<file path="src/rtl/demux2_8_stream_pkg.sv">
// Shared constants for the 1-to-2 byte stream demultiplexer:
// widths, destination select encoding and buffer occupancy limits.
package demux2_8_stream_pkg;

    localparam int DATA_W_DFLT = 8;
    localparam int CNT_W_DFLT  = 8;
    localparam int DEPTH       = 2;

    localparam logic SEL_A = 1'b0;
    localparam logic SEL_B = 1'b1;

    localparam logic [1:0] OCC_EMPTY = 2'd0;
    localparam logic [1:0] OCC_FULL  = 2'(DEPTH);

endpackage

</file>
<file path="src/rtl/demux2_8_stream_if.sv">
// Producer-side and consumer-side stream signals of the demultiplexer,
// with the block itself on the slave modport.
interface demux2_8_stream_if #(
    parameter int DATA_W = demux2_8_stream_pkg::DATA_W_DFLT,
    parameter int CNT_W  = demux2_8_stream_pkg::CNT_W_DFLT
);
    logic [DATA_W-1:0] in_data;
    logic              in_valid;
    logic              demux2_ctr;
    logic              in_ready;
    logic [DATA_W-1:0] a_data;
    logic              a_valid;
    logic              a_ready;
    logic [DATA_W-1:0] b_data;
    logic              b_valid;
    logic              b_ready;
    logic [CNT_W-1:0]  cnt_a;
    logic [CNT_W-1:0]  cnt_b;

    modport slave (
        input  in_data, in_valid, demux2_ctr, a_ready, b_ready,
        output in_ready, a_data, a_valid, b_data, b_valid, cnt_a, cnt_b
    );

    modport master (
        output in_data, in_valid, demux2_ctr, a_ready, b_ready,
        input  in_ready, a_data, a_valid, b_data, b_valid, cnt_a, cnt_b
    );
endinterface

</file>
<file path="src/rtl/demux2_8_stream_fifo2_8.sv">
// Two-entry registered FIFO; the head is read straight from storage, so a
// pushed word is visible one cycle after its accepting edge.
module fifo2_8
    import demux2_8_stream_pkg::*;
#(
    parameter int DATA_W = DATA_W_DFLT
) (
    input  logic              clk,
    input  logic              rst_n,
    input  logic              push,
    input  logic [DATA_W-1:0] push_data,
    input  logic              pop,
    output logic              full,
    output logic              empty,
    output logic [DATA_W-1:0] head_data
);

    logic [DATA_W-1:0] mem_r [0:1];
    logic              wr_ptr_r;
    logic              rd_ptr_r;
    logic [1:0]        occ_r;
    logic              push_ok_s;
    logic              pop_ok_s;

    // Occupancy flags and guarded handshakes; overflow and underflow are ignored.
    always_comb begin
        full      = (occ_r == OCC_FULL);
        empty     = (occ_r == OCC_EMPTY);
        push_ok_s = push & ~full;
        pop_ok_s  = pop & ~empty;
        head_data = mem_r[rd_ptr_r];
    end

    // Storage write port.
    always_ff @(posedge clk or negedge rst_n) begin
        if (!rst_n) begin
            mem_r[0] <= '0;
            mem_r[1] <= '0;
        end else if (push_ok_s) begin
            mem_r[wr_ptr_r] <= push_data;
        end
    end

    // Pointer and occupancy bookkeeping; 1-bit pointers wrap on their own.
    always_ff @(posedge clk or negedge rst_n) begin
        if (!rst_n) begin
            wr_ptr_r <= 1'b0;
            rd_ptr_r <= 1'b0;
            occ_r    <= OCC_EMPTY;
        end else begin
            if (push_ok_s) begin
                wr_ptr_r <= wr_ptr_r + 1'b1;
            end
            if (pop_ok_s) begin
                rd_ptr_r <= rd_ptr_r + 1'b1;
            end
            case ({push_ok_s, pop_ok_s})
                2'b10:   occ_r <= occ_r + 2'd1;
                2'b01:   occ_r <= occ_r - 2'd1;
                default: occ_r <= occ_r;
            endcase
        end
    end

endmodule

</file>
<file path="src/rtl/demux2_8_stream.sv">
// 1-to-2 byte stream demultiplexer: demux2_ctr steers each word into the
// A or B buffer; each consumer drains its own buffer independently.
module demux2_8_stream
    import demux2_8_stream_pkg::*;
#(
    parameter int DATA_W = DATA_W_DFLT,
    parameter int CNT_W  = CNT_W_DFLT
) (
    input  logic              clk,
    input  logic              rst_n,
    demux2_8_stream_if.slave  bus
);

    logic             full_a_s;
    logic             full_b_s;
    logic             empty_a_s;
    logic             empty_b_s;
    logic             in_ready_s;
    logic             push_a_s;
    logic             push_b_s;
    logic [CNT_W-1:0] cnt_a_r;
    logic [CNT_W-1:0] cnt_b_r;

    // Readiness depends only on the select and buffer fullness, never on a/b_ready.
    always_comb begin
        case (bus.demux2_ctr)
            SEL_A:   in_ready_s = ~full_a_s;
            SEL_B:   in_ready_s = ~full_b_s;
            default: in_ready_s = 1'b0;
        endcase
        if (bus.in_valid && in_ready_s) begin
            push_a_s = (bus.demux2_ctr == SEL_A);
            push_b_s = (bus.demux2_ctr == SEL_B);
        end else begin
            push_a_s = 1'b0;
            push_b_s = 1'b0;
        end
    end

    fifo2_8 #(.DATA_W(DATA_W)) u_fifo_a (
        .clk       (clk),
        .rst_n     (rst_n),
        .push      (push_a_s),
        .push_data (bus.in_data),
        .pop       (bus.a_ready),
        .full      (full_a_s),
        .empty     (empty_a_s),
        .head_data (bus.a_data)
    );

    fifo2_8 #(.DATA_W(DATA_W)) u_fifo_b (
        .clk       (clk),
        .rst_n     (rst_n),
        .push      (push_b_s),
        .push_data (bus.in_data),
        .pop       (bus.b_ready),
        .full      (full_b_s),
        .empty     (empty_b_s),
        .head_data (bus.b_data)
    );

    // Accepted-word counters; they wrap silently.
    always_ff @(posedge clk or negedge rst_n) begin
        if (!rst_n) begin
            cnt_a_r <= '0;
            cnt_b_r <= '0;
        end else begin
            if (push_a_s) begin
                cnt_a_r <= cnt_a_r + CNT_W'(1);
            end
            if (push_b_s) begin
                cnt_b_r <= cnt_b_r + CNT_W'(1);
            end
        end
    end

    assign bus.in_ready = in_ready_s;
    assign bus.a_valid  = ~empty_a_s;
    assign bus.b_valid  = ~empty_b_s;
    assign bus.cnt_a    = cnt_a_r;
    assign bus.cnt_b    = cnt_b_r;

endmodule

</file>
<file path="src/flat_wrapper.sv">
// flat-port wrapper written by rule: the top's interface ports become plain ports
module demux2_8_stream_flat import demux2_8_stream_pkg::*;
#(
    parameter int DATA_W = DATA_W_DFLT,
    parameter int CNT_W  = CNT_W_DFLT
)
  (clk, rst_n, bus_in_data, bus_in_valid, bus_demux2_ctr, bus_a_ready, bus_b_ready, bus_in_ready, bus_a_data, bus_a_valid, bus_b_data, bus_b_valid, bus_cnt_a, bus_cnt_b);
  demux2_8_stream_if #(.DATA_W(DATA_W), .CNT_W(CNT_W)) bus_i ();
  input  logic clk;
  input  logic rst_n;
  input wire logic [$bits(bus_i.in_data)-1:0] bus_in_data;
  input wire logic [$bits(bus_i.in_valid)-1:0] bus_in_valid;
  input wire logic [$bits(bus_i.demux2_ctr)-1:0] bus_demux2_ctr;
  input wire logic [$bits(bus_i.a_ready)-1:0] bus_a_ready;
  input wire logic [$bits(bus_i.b_ready)-1:0] bus_b_ready;
  output wire logic [$bits(bus_i.in_ready)-1:0] bus_in_ready;
  output wire logic [$bits(bus_i.a_data)-1:0] bus_a_data;
  output wire logic [$bits(bus_i.a_valid)-1:0] bus_a_valid;
  output wire logic [$bits(bus_i.b_data)-1:0] bus_b_data;
  output wire logic [$bits(bus_i.b_valid)-1:0] bus_b_valid;
  output wire logic [$bits(bus_i.cnt_a)-1:0] bus_cnt_a;
  output wire logic [$bits(bus_i.cnt_b)-1:0] bus_cnt_b;
  assign bus_i.in_data = bus_in_data;
  assign bus_i.in_valid = bus_in_valid;
  assign bus_i.demux2_ctr = bus_demux2_ctr;
  assign bus_i.a_ready = bus_a_ready;
  assign bus_i.b_ready = bus_b_ready;
  assign bus_in_ready = bus_i.in_ready;
  assign bus_a_data = bus_i.a_data;
  assign bus_a_valid = bus_i.a_valid;
  assign bus_b_data = bus_i.b_data;
  assign bus_b_valid = bus_i.b_valid;
  assign bus_cnt_a = bus_i.cnt_a;
  assign bus_cnt_b = bus_i.cnt_b;
  demux2_8_stream #(.DATA_W(DATA_W), .CNT_W(CNT_W)) u_core (.clk(clk), .rst_n(rst_n), .bus(bus_i));
endmodule
</file>
<file path="config.mk">
export PLATFORM = sky130hd
export DESIGN_NAME = demux2_8_stream_flat
export DESIGN_NICKNAME = d
export VERILOG_FILES = /design/src/rtl/demux2_8_stream_pkg.sv /design/src/rtl/demux2_8_stream_if.sv /design/src/rtl/demux2_8_stream_fifo2_8.sv /design/src/rtl/demux2_8_stream.sv /design/src/flat_wrapper.sv
export SDC_FILE = /design/constraint.sdc
export NUM_CORES = 1
export LEC_CHECK = 0
export ABC_AREA = 1
export CORE_MARGIN = 5
export CORE_UTILIZATION = 56
export DETAILED_ROUTE_END_ITERATION = 10
export PLACE_DENSITY = 0.82
export SLEW_MARGIN = 20
export SYNTH_ARGS = -nofsm -noshare
export SYNTH_HDL_FRONTEND = slang
export SYNTH_SLANG_ARGS = --single-unit
</file>
<file path="constraint.sdc">
create_clock -name clk -period 4.2 [get_ports clk]
set_clock_uncertainty 0.15 [all_clocks]
set_input_delay 0.42 -clock clk [delete_from_list [all_inputs] [get_ports clk]]
set_output_delay 0.42 -clock clk [all_outputs]
set_load 0.01 [all_outputs]
</file>
======== Word level (Yosys, flattened, before mapping) ========
Index checks and enable logic that the tools add are counted.
cells by class
  $add $sub $neg .......................... 10
  order comparisons ....................... 6
  equality and inequality tests ........... 6
  reductions and logical operators ........ 7
  bitwise operators ....................... 13
  mux-type cells .......................... 17
operator list
  kind                                                                           number
  8-bit two-way mux                                                              8
  16-bit bitwise mux                                                             2
  8-bit by 1-bit adder with 8-bit output (second input constant)                 2
  8-bit demux with 1-bit select                                                  2
  2-bit equality test (second input constant)                                    4
  2-bit >= comparator (second input constant)                                    4
  1-bit inverter with 2-bit output                                               4
  2-bit case mux with 2 select lines                                             2
  1-bit inverter                                                                 5
  1-bit adder (second input constant)                                            4
  2-bit by 1-bit adder with 2-bit output (second input constant)                 2
  1-bit AND                                                                      4
  2-bit by 1-bit equality test with 1-bit output (second input constant)         2
  2-bit zero test                                                                2
  2-bit by 1-bit less-than comparator with 1-bit output (second input constant)  2
  2-bit nonzero test                                                             2
  2-bit by 1-bit subtractor with 2-bit output (second input constant)            2
  1-bit logical AND                                                              3
  1-bit two-way mux                                                              2
  1-bit case mux with 2 select lines                                             1
storage, ports and cells
  output and inout port bits .............. 35
  bits of input ports ..................... 14
  bits in registers ....................... 56
  word-level logic and storage cells ...... 71

======== Longest topological paths before layout ========
  word-level depth ........................ 8
  depth in mapped cells ................... 8
  gate-level depth less buffers ........... 8

======== By module ========
From an unflattened synthesis, not the netlist that was laid out.
second synthesis, totals
  cell total of the unflattened synthesis .. 346
  area total of the unflattened synthesis .. 2,842.7 µm²
by module, submodules not included
  module           times used  seq. area each (µm²)  cells an instance  area an instance (µm²)
  fifo2_8          2           500.5                 126                1,014.7
  demux2_8_stream  1           400.4                 94                 813.3

======== Worst setup path after synthesis ========
No wires, ideal clock.
  kind .................................... register -> register
  start point ............................. register u_core.u_fifo_b.occ_r[0]
  end point ............................... register u_core.u_fifo_b.occ_r[1]
  setup slack ............................. 2.499 ns
  path buffers ............................ 1
  library setup time ...................... 0.131 ns
  data required time ...................... 3.919 ns
  cell stages (with the launch flop) ...... 9
  arrival time ............................ 1.421 ns
  cells stage by stage .................... dfrtp_1 > inv_2 > nand2_1 > nand3_2 > buf_2 > ha_1 > a21oi_1 > o21ai_0 > xor2_1
between the ends
  longest elaborated chain between the ends .. 8
  elaborated cells on any way between the ends .. 15
RTL lines
  what                                                                                          RTL line                                              text
  start: declaration                                                                            demux2_8_stream_fifo2_8.sv:21                         logic [1:0] occ_r;
  start signal: assignment                                                                      demux2_8_stream_fifo2_8.sv:58                         2'b10: occ_r <= occ_r + 2'd1;
  start signal: assignment                                                                      demux2_8_stream_fifo2_8.sv:59                         2'b01: occ_r <= occ_r - 2'd1;
  start signal: assignment                                                                      demux2_8_stream_fifo2_8.sv:60                         default: occ_r <= occ_r;
  2-bit equality test                                                                           demux2_8_stream_fifo2_8.sv:27                         full = (occ_r == OCC_FULL);
  1-bit inverter                                                                                demux2_8_stream_fifo2_8.sv:29, demux2_8_stream.sv:28
  1-bit case mux with 2 select lines                                                            demux2_8_stream.sv:26                                 case (bus.demux2_ctr)
  1-bit logical AND                                                                             demux2_8_stream.sv:31                                 if (bus.in_valid && in_ready_s) begin
  1-bit two-way mux                                                                             demux2_8_stream.sv:31
  1-bit AND                                                                                     demux2_8_stream_fifo2_8.sv:29                         push_ok_s = push & ~full;
  2-bit by 1-bit equality test with 1-bit output / 2-bit equality test (equally long branches)  demux2_8_stream_fifo2_8.sv:57                         case ({push_ok_s, pop_ok_s})
  2-bit case mux with 2 select lines / 2-bit nonzero test (equally long branches)               n/a
Parallel ways exist; a longest one is shown, timed or not.
A chain may end at the register's enable or synchronous reset.

======== Final worst setup path ========
  start point ............................. register u_core.u_fifo_b.rd_ptr_r
  end point ............................... output port bus_b_data[3]
between the ends
  longest elaborated chain between the ends .. 4
RTL lines
  what                                                    RTL line                       text
  start: declaration                                      demux2_8_stream_fifo2_8.sv:20  logic rd_ptr_r;
  start signal: assignment                                demux2_8_stream_fifo2_8.sv:55  rd_ptr_r <= rd_ptr_r + 1'b1;
  1-bit inverter with 2-bit output (implied by the code)  demux2_8_stream_fifo2_8.sv:31  head_data = mem_r[rd_ptr_r];
  8-bit two-way mux (implied by the code) (3 in a row)    demux2_8_stream_fifo2_8.sv:31
  end: declaration                                        flat_wrapper.sv:19             output wire logic [$bits(bus_i.b_data)-1:0] bus_b_data;
Every way passes these cells. The select of a mux whose other input is x is not followed.

==> metrics.cfg <==
[logic_synthesis]
netlist_area_um2=2730
syn-instance-count=322
synth_cell_types=25
yosysTopAreaCell=dfrtp_1
syn_nets=340
synth-compound-area-share=0.0917
synthSimpleGateAreaFrac=0.272
synth_xor_area_frac=0.0385
synth_top_family_by_area=simple AND/OR/NAND/NOR gates
avgSynthCellArea_um2=8.47
yosys-mux-area-fraction=0
yosys.area.top_type_share=0.514
ys_top_cells_by_area=dfrtp_1 (51%), nand2_1 (20%), o21ai_2 (5.1%)
synth_fa_ha_area_frac=0.0183
yosysSeqAreaShare=0.514
yosys_warnings=0
ys_ff_latch=56

[setup_path]
reg2reg_depth=7
crit_family=buffers and inverters
crit_start=u_core.u_fifo_b.rd_ptr_r$_DFFE_PN0P_
start_kind=flop
crit_chain=clkinv_1, nand2_1, nand2_1, clkdlybuf4s50_1
r2r_end=u_core.u_fifo_b.occ_r[1]$_DFFE_PN0P_
cp_max_fo=9
cp_slowest_cell=dfrtp_1
crit_path_end_kind=output pin
slowest_delay_ps=550
worstPathArrival_ps=1910
critical_path_buf_inv_count=2
crit_top_cell=nand2_1
rrSetupSlack_ps=2340
required_ps=3630
r2r_start=u_core.u_fifo_b.occ_r[0]$_DFFE_PN0P_
path_class=reg2out

[timing]
period_share=0.590
max_slew_margin=0.536
min_period_ps=2480
finalWorstSetupSlack_ps=1720
fmax_mhz=403
final.setup.tns_ps=0
rsz0062_at_grt=false
finalHoldViolations=0
finalSetupViolCount=0
worstMarginPinSlew_ps=696
drv_slew=0

[floorplan]
die_area_um2=6370
dieHeight_um=79.8
coreArea_um2=4720
die_x_um=79.8
io_pins=49
row_count=25
initial_core_util=0.578

[clock_network]
path_clk_slew_ps=100
htreeDepth=2
insertion_delay_ps=310
cts_buffers=5
cts_buffer_depth=2
clock_sinks=56
cts_resized=0
cts_tree=yes
clockRootBuffer=clkbuf_8
post_cts_buffers=0
cts_hold_buffers=0

[power_and_ir_drop]
max-vdd-ir-drop_uv=358
p_leak_uw=0.00165
p_per_area_nw_per_um2=691

[placed_design]
place_congestion=0.784
io_buffers=48
dpl.cell_count=431
place_ws_ps=1880
hpwl_mm=3.77

[finish]
layout.nets=389
final_common_cell=nand2_1
antenna_cells=0
drive_above_1_share=0.108
final_cell_mix=nand2_1 (146), dfrtp_1 (56), clkdlybuf4s50_1 (47)
final_util=0.704
area_growth_pct=21.8
fin_cells=439

[worst_hold_path]
min_path_type=in2async

[detailed_routing]
routed_wl_mm=5.40
wl_per_cell_um=12.3
firstDrtPassIters=4
drtIter0Drc=108
routed_via_density=4.84
antenna_left=0
drc=0
dr_total_vias=2124

[grt]
grt_pass1_wl_mm=9.29
grt_max_degree=57
grt_overflow_total=0
antenna_found_initial=0
track_usage=0.186
grt_pass1_vias=2068

[job]
cap_viol_max_count=0

[run_status]
run_status=finished clean

-- cell type report --
cell class / instances / area (um2)
sequential: 56 / 1400
fill: 383 / 1400
multi-input combinational: 229 / 1150
timing repair buffer: 49 / 483
inverter: 30 / 120
tap: 67 / 83.8
clock buffer: 5 / 68.8
clock inverter: 3 / 18.8
-- logic make-up after synthesis --
family	count (synthesis)
buffers and inverters	37
flip-flops	56
adder cells (fa/ha/maj)	4
AO/OA/AOI/OAI	38
AND/OR/NAND/NOR	175
XOR/XNOR	12
-- state kept, by name (all words and copies together), names as in the netlist --
signal                    count
u_core.u_fifo_a.mem_r        16
u_core.u_fifo_b.mem_r        16
u_core.bus.cnt_a              8
u_core.bus.cnt_b              8
u_core.u_fifo_a.occ_r         2
u_core.u_fifo_b.occ_r         2
u_core.u_fifo_a.rd_ptr_r      1
u_core.u_fifo_a.wr_ptr_r      1
u_core.u_fifo_b.rd_ptr_r      1
u_core.u_fifo_b.wr_ptr_r      1
-- synthesized netlist by cell type, drive strengths merged --
cell / n
ha: 4
inv: 28
nor3: 2
xnor2: 5
buf: 7
a21oi: 2
nand3b: 2
nand2: 154
nand4: 1
clkinv: 2
o21ai: 36
nor2: 8
dfrtp: 56
xor2: 7
nand3: 8
-- where the power goes --
group	switching [uW]	total (uW)	internal (uW)
logic	526	1050	521
clock network	173	289	117
registers	193	959	766
total	892	2300	1400
-- per-stage QoR --
| step | cell area, um2 | total power (uW) | hold slack [ps] |
|---|---|---|---|
| 2_1_floorplan | 2730 | 1560 | -25.6 |
| 3_3_place_gp | 3240 | 1990 | 315 |
| 3_5_place_dp | 3240 | 2020 | 319 |
| 4_1_cts | 3320 | 2320 | 99.5 |
| 5_1_grt | 3320 | 2480 | 135 |
| 6_report | 3320 | 2300 | 76.2 |
-- worst max path at each step --
| stage | to | slack (ps) | cells after the start |
|---|---|---|---|
| after floorplan | u_core.u_fifo_b.occ_r[1]$_DFFE_PN0P_ | 2500 | 8 |
| after global placement | u_core.u_fifo_b.occ_r[1]$_DFFE_PN0P_ | 1930 | 6 |
| after detailed placement | u_core.u_fifo_b.occ_r[1]$_DFFE_PN0P_ | 1880 | 6 |
| after CTS | bus_b_data[3] | 1710 | 4 |
| after global routing | bus_b_data[3] | 1590 | 4 |
| final | bus_b_data[3] | 1720 | 4 |
-- metal layers --
layer,GRT usage,part of all wire,up-vias
li1,-,-,1090
met1,0.241,0.46,973
met2,0.301,0.46,57
met3,0.0519,0.067,4
met4,0.0659,0.012,0
met5,0,0,-
Power figures use the tool's default switching activity.
